<file path="config.mk">
export PLATFORM = sky130hd
export DESIGN_NAME = sparse_expand
export DESIGN_NICKNAME = d
export VERILOG_FILES = /design/src/rtl/sparse_expand_pkg.sv /design/src/rtl/popcount_slice.sv /design/src/rtl/sparse_expand.sv
export SDC_FILE = /design/constraint.sdc
export NUM_CORES = 1
export LEC_CHECK = 0
export ABC_AREA = 1
export ABC_CLOCK_PERIOD_IN_PS = 14800
export BUFFER_PORTS_ARGS = -buffer_cell sky130_fd_sc_hd__buf_4
export CORE_UTILIZATION = 30
export CTS_BUF_LIST = sky130_fd_sc_hd__clkbuf_8
export DETAILED_ROUTE_END_ITERATION = 10
export GPL_TIMING_DRIVEN = 1
export PLACE_DENSITY = 0.6
export SETUP_SLACK_MARGIN = 0.02
export SKIP_CTS_REPAIR_TIMING = 1
export SLEW_MARGIN = 20
export SYNTH_ARGS = -nofsm -noshare
export SYNTH_HDL_FRONTEND = slang
export SYNTH_HIERARCHICAL = 1
export SYNTH_SLANG_ARGS = --single-unit
</file>
<file path="constraint.sdc">
create_clock -name clk -period 14.8 [get_ports clk]
set_input_delay 4.44 -clock clk [delete_from_list [all_inputs] [get_ports clk]]
set_output_delay 4.44 -clock clk [all_outputs]
set_load 0.1 [all_outputs]
</file>
<file path="src/rtl/sparse_expand_pkg.sv">
// Shared SPRING sparsity definitions: element format, window geometry and the
// expander state encoding. post_sparsity also uses this package.
package sparse_expand_pkg;

  localparam int unsigned SpIl     = 4;
  localparam int unsigned SpFl     = 16;
  localparam int unsigned SpLength = 32;
  localparam int unsigned SpLanes  = 4;

  // Number of compressed values carried per block.
  localparam int unsigned NumVals = 16;
  localparam int unsigned ValIdxW = $clog2(NumVals);

  typedef logic signed [SpIl+SpFl-1:0] elem_t;

  typedef enum logic [1:0] {
    StIdle = 2'b00,
    StEmit = 2'b01,
    StDone = 2'b10
  } state_e;

endpackage

</file>
<file path="src/rtl/popcount_slice.sv">
// Popcount of one small mask slice: exclusive prefix count per bit plus total.
module popcount_slice #(
  parameter int unsigned LANES = 4,
  parameter int unsigned CW    = $clog2(LANES + 1)
) (
  input  logic [LANES-1:0]         slice,
  output logic [LANES-1:0][CW-1:0] prefix,
  output logic [CW-1:0]            total
);

  logic [CW-1:0] acc;

  // Running sum: prefix[l] counts set bits strictly below bit l.
  always_comb begin
    acc = '0;
    for (int l = 0; l < LANES; l++) begin
      prefix[l] = acc;
      acc       = acc + CW'(slice[l]);
    end
    total = acc;
  end

endmodule

</file>
<file path="src/rtl/sparse_expand.sv">
// Expands a compressed block (values + occupancy mask) back to a dense window,
// LANES elements per beat, with consumer backpressure.
module sparse_expand
  import sparse_expand_pkg::*;
#(
  parameter int unsigned IL     = SpIl,
  parameter int unsigned FL     = SpFl,
  parameter int unsigned length = SpLength,
  parameter int unsigned LANES  = SpLanes
) (
  input  logic                      clk,
  input  logic                      reset,
  input  logic signed [IL+FL-1:0]   i_im [NumVals],
  input  logic [length-1:0]         i_mask,
  input  logic                      input_ready,
  input  logic                      output_taken,
  output logic signed [IL+FL-1:0]   o_dense [LANES],
  output logic                      o_valid,
  output logic [2:0]                o_beat,
  output logic                      o_overflow,
  output logic                      o_done,
  output logic [1:0]                state
);

  localparam int unsigned W     = IL + FL;
  localparam int unsigned NB    = length / LANES;
  localparam int unsigned BIdxW = (NB > 1) ? $clog2(NB) : 1;
  localparam int unsigned PtrW  = $clog2(length + 1);
  localparam int unsigned CW    = $clog2(LANES + 1);

  state_e                      state_q, state_d;
  logic [2:0]                  beat_q, beat_d;
  logic [PtrW-1:0]             ptr_q, ptr_d;
  logic                        ovf_q;
  logic [NB-1:0][LANES-1:0]    mask_q;
  logic signed [W-1:0]         im_q [NumVals];
  logic                        load;
  logic [PtrW-1:0]             in_cnt;
  logic [LANES-1:0]            slice;
  logic [LANES-1:0][CW-1:0]    prefix;
  logic [CW-1:0]               slice_total;
  logic [PtrW-1:0]             rank [LANES];

  assign slice = mask_q[beat_q[BIdxW-1:0]];

  popcount_slice #(
    .LANES (LANES),
    .CW    (CW)
  ) u_popcount_slice (
    .slice  (slice),
    .prefix (prefix),
    .total  (slice_total)
  );

  // Whole-mask popcount, only needed once per block for the overflow flag.
  always_comb begin
    in_cnt = '0;
    for (int i = 0; i < int'(length); i++) begin
      in_cnt = in_cnt + PtrW'(i_mask[i]);
    end
  end

  // Next-state: accept in IDLE, step beats on take, single-cycle DONE.
  always_comb begin
    state_d = state_q;
    beat_d  = beat_q;
    ptr_d   = ptr_q;
    load    = 1'b0;
    unique case (state_q)
      StIdle: begin
        if (input_ready) begin
          load    = 1'b1;
          state_d = StEmit;
          beat_d  = '0;
          ptr_d   = '0;
        end
      end
      StEmit: begin
        if (output_taken) begin
          // Pointer advances by the ones consumed in this beat's slice.
          ptr_d = ptr_q + PtrW'(slice_total);
          if (beat_q == 3'(NB - 1)) begin
            state_d = StDone;
          end else begin
            beat_d = beat_q + 3'd1;
          end
        end
      end
      StDone: begin
        state_d = StIdle;
        beat_d  = '0;
        ptr_d   = '0;
      end
      default: state_d = StIdle;
    endcase
  end

  // State and block registers; reset discards any block in flight.
  always_ff @(posedge clk) begin
    if (reset) begin
      state_q <= StIdle;
      beat_q  <= '0;
      ptr_q   <= '0;
      ovf_q   <= 1'b0;
      mask_q  <= '0;
      for (int i = 0; i < int'(NumVals); i++) begin
        im_q[i] <= '0;
      end
    end else begin
      state_q <= state_d;
      beat_q  <= beat_d;
      ptr_q   <= ptr_d;
      if (load) begin
        ovf_q  <= (in_cnt > PtrW'(NumVals));
        mask_q <= i_mask;
        for (int i = 0; i < int'(NumVals); i++) begin
          im_q[i] <= i_im[i];
        end
      end
    end
  end

  // Lane select: ranks beyond the stored values read as zero.
  always_comb begin
    for (int l = 0; l < int'(LANES); l++) begin
      rank[l]    = ptr_q + PtrW'(prefix[l]);
      o_dense[l] = '0;
      if (state_q == StEmit && slice[l] && rank[l] < PtrW'(NumVals)) begin
        o_dense[l] = im_q[rank[l][ValIdxW-1:0]];
      end
    end
  end

  assign o_valid    = (state_q == StEmit);
  assign o_done     = (state_q == StDone);
  assign o_beat     = beat_q;
  assign o_overflow = ovf_q;
  assign state      = state_q;

endmodule
</file>
# After elaboration in Yosys (flattened, before gate mapping)
# Memory sizes are Yosys's and may differ from the RTL's. A register that Yosys moved wholly into a read port is not among the register bits.
# Index checks and enable logic that the tools add are counted.
[totals]
ff_bits = 44
ramBits = 320
input_bits = 356
out_inout_bits = 88
wordCells = 136
memories = 1
[mem_list]
columns = ["memory", "depth", "word_bits", "read_ports", "rd_ports_with_merged_regs", "wr", "line", "text"]
rows = [
  ["im_q", 16, 20, 4, 1, 16, "sparse_expand.sv:36", "logic signed [W-1:0] im_q [NumVals];"],
]
[op_classes]
addsub = 39
n_lt_le_gt_ge = 6
eq_ne = 7
mux = 42
bitwise_logic = 16
reduce_logical = 13
[op_table]
columns = ["op", "count"]
rows = [
  ["20-bit 2-to-1 mux", 20],
  ["6-bit by 1-bit adder with 6-bit output", 27],
  ["6-bit by 5-bit less-than comparator with 1-bit output (second input constant)", 4],
  ["6-bit by 3-bit adder with 6-bit output", 3],
  ["6-bit case mux with 3 select lines", 1],
  ["1-bit bitwise OR", 16],
  ["4-bit binary-select mux with 3-bit select", 1],
  ["4-bit 2-to-1 mux", 3],
  ["6-bit 2-to-1 mux", 2],
  ["3-bit 2-to-1 mux", 3],
  ["3-bit case mux with 3 select lines", 1],
  ["1-bit logical AND", 8],
  ["1-bit 2-to-1 mux", 7],
  ["3-bit by 1-bit adder with 3-bit output", 2],
  ["5-bit by 1-bit adder with 6-bit output", 1],
  ["6-bit by 5-bit greater-than comparator with 1-bit output (second input constant)", 1],
  ["2-bit 2-to-1 mux", 3],
  ["2-bit != test (second input constant)", 3],
  ["3-bit AND reduction", 2],
  ["4-bit by 1-bit adder with 5-bit output", 1],
  ["1-bit by 1-bit adder with 2-bit output", 2],
  ["3-bit by 1-bit adder with 4-bit output", 1],
  ["3-bit by 4-bit less-than comparator with 1-bit output (second input constant)", 1],
  ["2-bit case mux with 2 select lines", 1],
  ["other kinds (9)", 9],
]

# Depth between registers and ports, before layout
[depth]
ltp_word = 32
ltp_mapped = 24
ltp_nobuf = 22

# Modules after synthesis
# The synthesis kept the hierarchy.
[modules_own_cells]
columns = ["module", "n_inst", "cells_each", "area_each_um2", "seq_area_each_um2"]
rows = [
  ["sparse_expand", 1, 4863, 29600.9, 10490.1],
  ["popcount_slice", 1, 24, 183.9, 0.0],
]

# Least setup slack after synthesis
# No wires, ideal clock.
[synth_path]
path_type = "input to register"
from = "input input_ready"
to = "memory im_q[0][0] (netlist name) (enable)"
setup_ns = 0.809
t_arrival_ns = 13.509
required_time_ns = 13.991
setup_slack_ns = 0.482
path_stages = 5
n_path_buf = 1
cell_sequence = "nand2_1 inv_1 nor2_1 inv_1 buf_1"
[synth_rtl]
columns = ["item", "line", "text"]
rows = [
  ["from (decl)", "sparse_expand.sv:15", "input logic input_ready,"],
  ["to (decl)", "sparse_expand.sv:36", ""],
]

==> summary.txt <==
Worst setup path
  – Req. time, crit path: 10.36 ns
  – Worst reg2reg path depth: 22
  – Critical Path Max Stage Delay: 1.15 ns
  – Reg-to-reg slack, setup: 10.84 ns
  – Buf+Inv Stages, Crit Path: 6
  – CP endpoint kind: output pin
  – Worst EP arrival: 6.24 ns
  – CP top delay family: adder cells
  – Setup CP Type: register to output pin
  – WP depth: 21
  – Critical path's slowest cell: fa_4
  – CP endpoint: o_dense[7]
  – Most used cell, CP: nand2_1
  – CP startpoint kind: register
  – Crit path from: o_beat[0]$_SDFFE_PP0P_
  – CP Max Fanout: 79
  – Worst-path cell chain: inv_6, nand2_1, nand3_1, nand2_1, nand2_1, nand2_2, inv_1, fa_1, inv_1, ha_4, fa_4, clkinv_2, buf_4, nand3_1, nand2_1, nand2_1, nand2_1, nand2_1, nand2_1, nor2_1, buf_4
  – RR Startpoint: o_beat[0]$_SDFFE_PP0P_
  – Reg2reg end: ptr_q[4]$_SDFFE_PP0P_

Drt
  – Drt wl/cell: 21.2 um
  – Drt drc: 0
  – DRT iter0 DRCs: 4,089
  – Final WL: 137,000 um
  – Vias per cell: 5.12
  – Via Count: 33,100
  – TritonRoute pass-1 iters: 7
  – Routed Antenna Nets: 0

STA
  – Final Critical Period: 10.68 ns
  – Worst slew pin tran: 1.24 ns
  – Final period util: 0.721
  – Min Hold Slack: 0.462 ns
  – Setup ws final: 4.12 ns
  – Slew Viols, Final: 0
  – Layout Skew: 0.0167 ns
  – Endpoints failing hold: 0
  – Unrepaired setup endpoints after global routing: no
  – Final setup fails: 0
  – Max transition margin: 0.172
  – Setup TNS: 0 ns
  – Max Clock Freq: 93.7 MHz

GRT
  – Global-route wire length before repair: 198,000 um
  – Vias in the first global route: 30,200
  – Overall Global Routing Usage: 0.266
  – Largest net degree at the start of global routing: 144
  – Overflow after GRT: 0
  – Antenna violations before repair: 3

Place
  – Gpl congestion: 0.949
  – Placed cell count: 6,344
  – DP HPWL: 95,900 um
  – Pre-CTS setup slack: 4.89 ns
  – Buffers on Ports: 443

Clocking
  – Root Buffer: clkbuf_8
  – CTS max path bufs: 3
  – Clock slew at reported path FFs: 0.06 ns
  – Latest clock arrival within the worst-skew pair: 0.70 ns
  – Clk sinks: 364
  – H-tree depth: 3
  – CTS tree: done
  – Total clock buffers created by CTS: 70

Final layout
  – Commonest cells after routing, fill and taps aside: 2,452 x nand2_1, 707 x nand3_1, 483 x buf_4
  – Most common library cell in the layout ignoring fill and taps: nand2_1
  – Layout cells sized above 1: 0.131
  – FILL cells: 10,800
  – Area of the multi-input gates: 16,200 um2
  – Area Overhead vs Synth: 17.7%
  – Final layout net count: 5,544
  – Sequential Area: 10,500 um2
  – Non-filler cells, final: 6,467

Logic synthesis
  – Cells after Synth: 4,887
  – Ys Warns: 6
  – Avg Inst Size Synth: 6.09 um2
  – Synthesis-stage register bit count: 364
  – Mapped Area: 29,800 um2
  – Sequential-to-total area share from yosys stat: 0.352
  – Distinct cell type count after synthesis: 30

Pwr
  – Worst IR Drop VDD: 0.113 mV
  – Leakage power: 17.8 nW
  – Pwr Density: 121 nW/um2

Worst hold path
  – Hold crit path type: register to register

Floorplan
  – Die Ht: 317 um
  – Width of the chip: 317 um
  – Initial Utilization: 0.303
  – IO Count: 444
  – Core ar.: 98,400 um2
  – Rows: 115
  – Die area: 101,000 um2

Outcome
  – Status: completed

Run
  – Max-cap violations: 0
==> registers in the layout (all words and copies together), names as in the netlist <==
register / flops
o_overflow: 1
mask_q: 32
im_q: 320
o_beat: 3
ptr_q: 6
state: 2
==> cells in the mapped netlist, drive strengths merged <==
| library cell | number | area share |
|---|---|---|
| o22ai | 23 | 0.0048 |
| o21ai | 12 | 0.0020 |
| nor3 | 1 | 0.00017 |
| dfxtp | 44 | 0.030 |
| conb | 1 | 0.00013 |
| or2 | 2 | 0.00042 |
| clkinv | 2 | 0.00029 |
| edfxtp | 320 | 0.32 |
| inv | 470 | 0.059 |
| a21oi | 11 | 0.0018 |
| xor2 | 4 | 0.0012 |
| buf | 194 | 0.034 |
| nand3 | 720 | 0.12 |
| clkbuf | 124 | 0.016 |
| nor2 | 425 | 0.057 |
| nand2 | 2469 | 0.31 |
| ha | 28 | 0.012 |
| fa | 31 | 0.021 |
| nand4 | 6 | 0.0013 |
==> cells by family after synthesis <==
logic type	Yosys count	synth area share
adder cells (fa/ha/maj)	59	0.0326
buffers and inverters	790	0.110
XOR/XNOR	4	0.00118
AO/OA/AOI/OAI	46	0.00870
AND/OR/NAND/NOR	3623	0.496
flip-flops	364	0.352
other	1	0.000126
==> area by class of cell <==
class | instances | area share
Tap cell | 1287 | 0.0459
Multi-Input combinational cell | 3738 | 0.462
Timing Repair Buffer | 483 | 0.103
Clock buffer | 72 | 0.0283
Inverter | 472 | 0.0519
Antenna cell | 1 | 0.0000714
Sequential cell | 364 | 0.299
Clock inverter | 50 | 0.00882
==> report_power, final <==
part           switching, mW  internal (mW)  total (mW)
clock                  0.482          0.506       0.987
combinational           1.32          0.579        1.90
sequential             0.128           1.23        1.36
total                   1.93           2.31        4.24
==> how the worst min path moves through the flow <==
stage                                  startpoint                      end  cells past startpoint  slack [ns]
final                     o_overflow$_SDFFE_PP0P_  o_overflow$_SDFFE_PP0P_                      2        0.46
after global routing      mask_q[10]$_SDFFE_PP0P_  mask_q[10]$_SDFFE_PP0P_                      2        0.50
after CTS                 o_overflow$_SDFFE_PP0P_  o_overflow$_SDFFE_PP0P_                      2        0.46
after detailed placement  o_overflow$_SDFFE_PP0P_  o_overflow$_SDFFE_PP0P_                      2        0.44
after global placement    o_overflow$_SDFFE_PP0P_  o_overflow$_SDFFE_PP0P_                      2        0.45
after floorplan           mask_q[14]$_SDFFE_PP0P_  mask_q[14]$_SDFFE_PP0P_                      2        0.45
==> layer usage <==
metal	GRT usage	routed length (um)	up-vias
met5	0	0	-
li1	-	-	15600
met2	0.430	62800	2006
met4	0.125	6950	0
met3	0.0580	14500	350
met1	0.336	53000	15200
==> tightest hold or removal path: cells and delay by family, from the launching register on <==
family	cells	cell delay, ns
DFF	1	0.31
and+or+nand+nor	2	0.10
==> per-stage QoR <==
stage	utilization	power (mW)	instance area [um2]
floorplan	-	2.67	29800
global placement	0.343	3.20	33700
detailed placement	0.343	3.22	33700
CTS	0.356	4.22	35000
global route	0.356	4.51	35100
finish	0.356	4.24	35100
No activity file was read; power rests on OpenSTA's default activity.
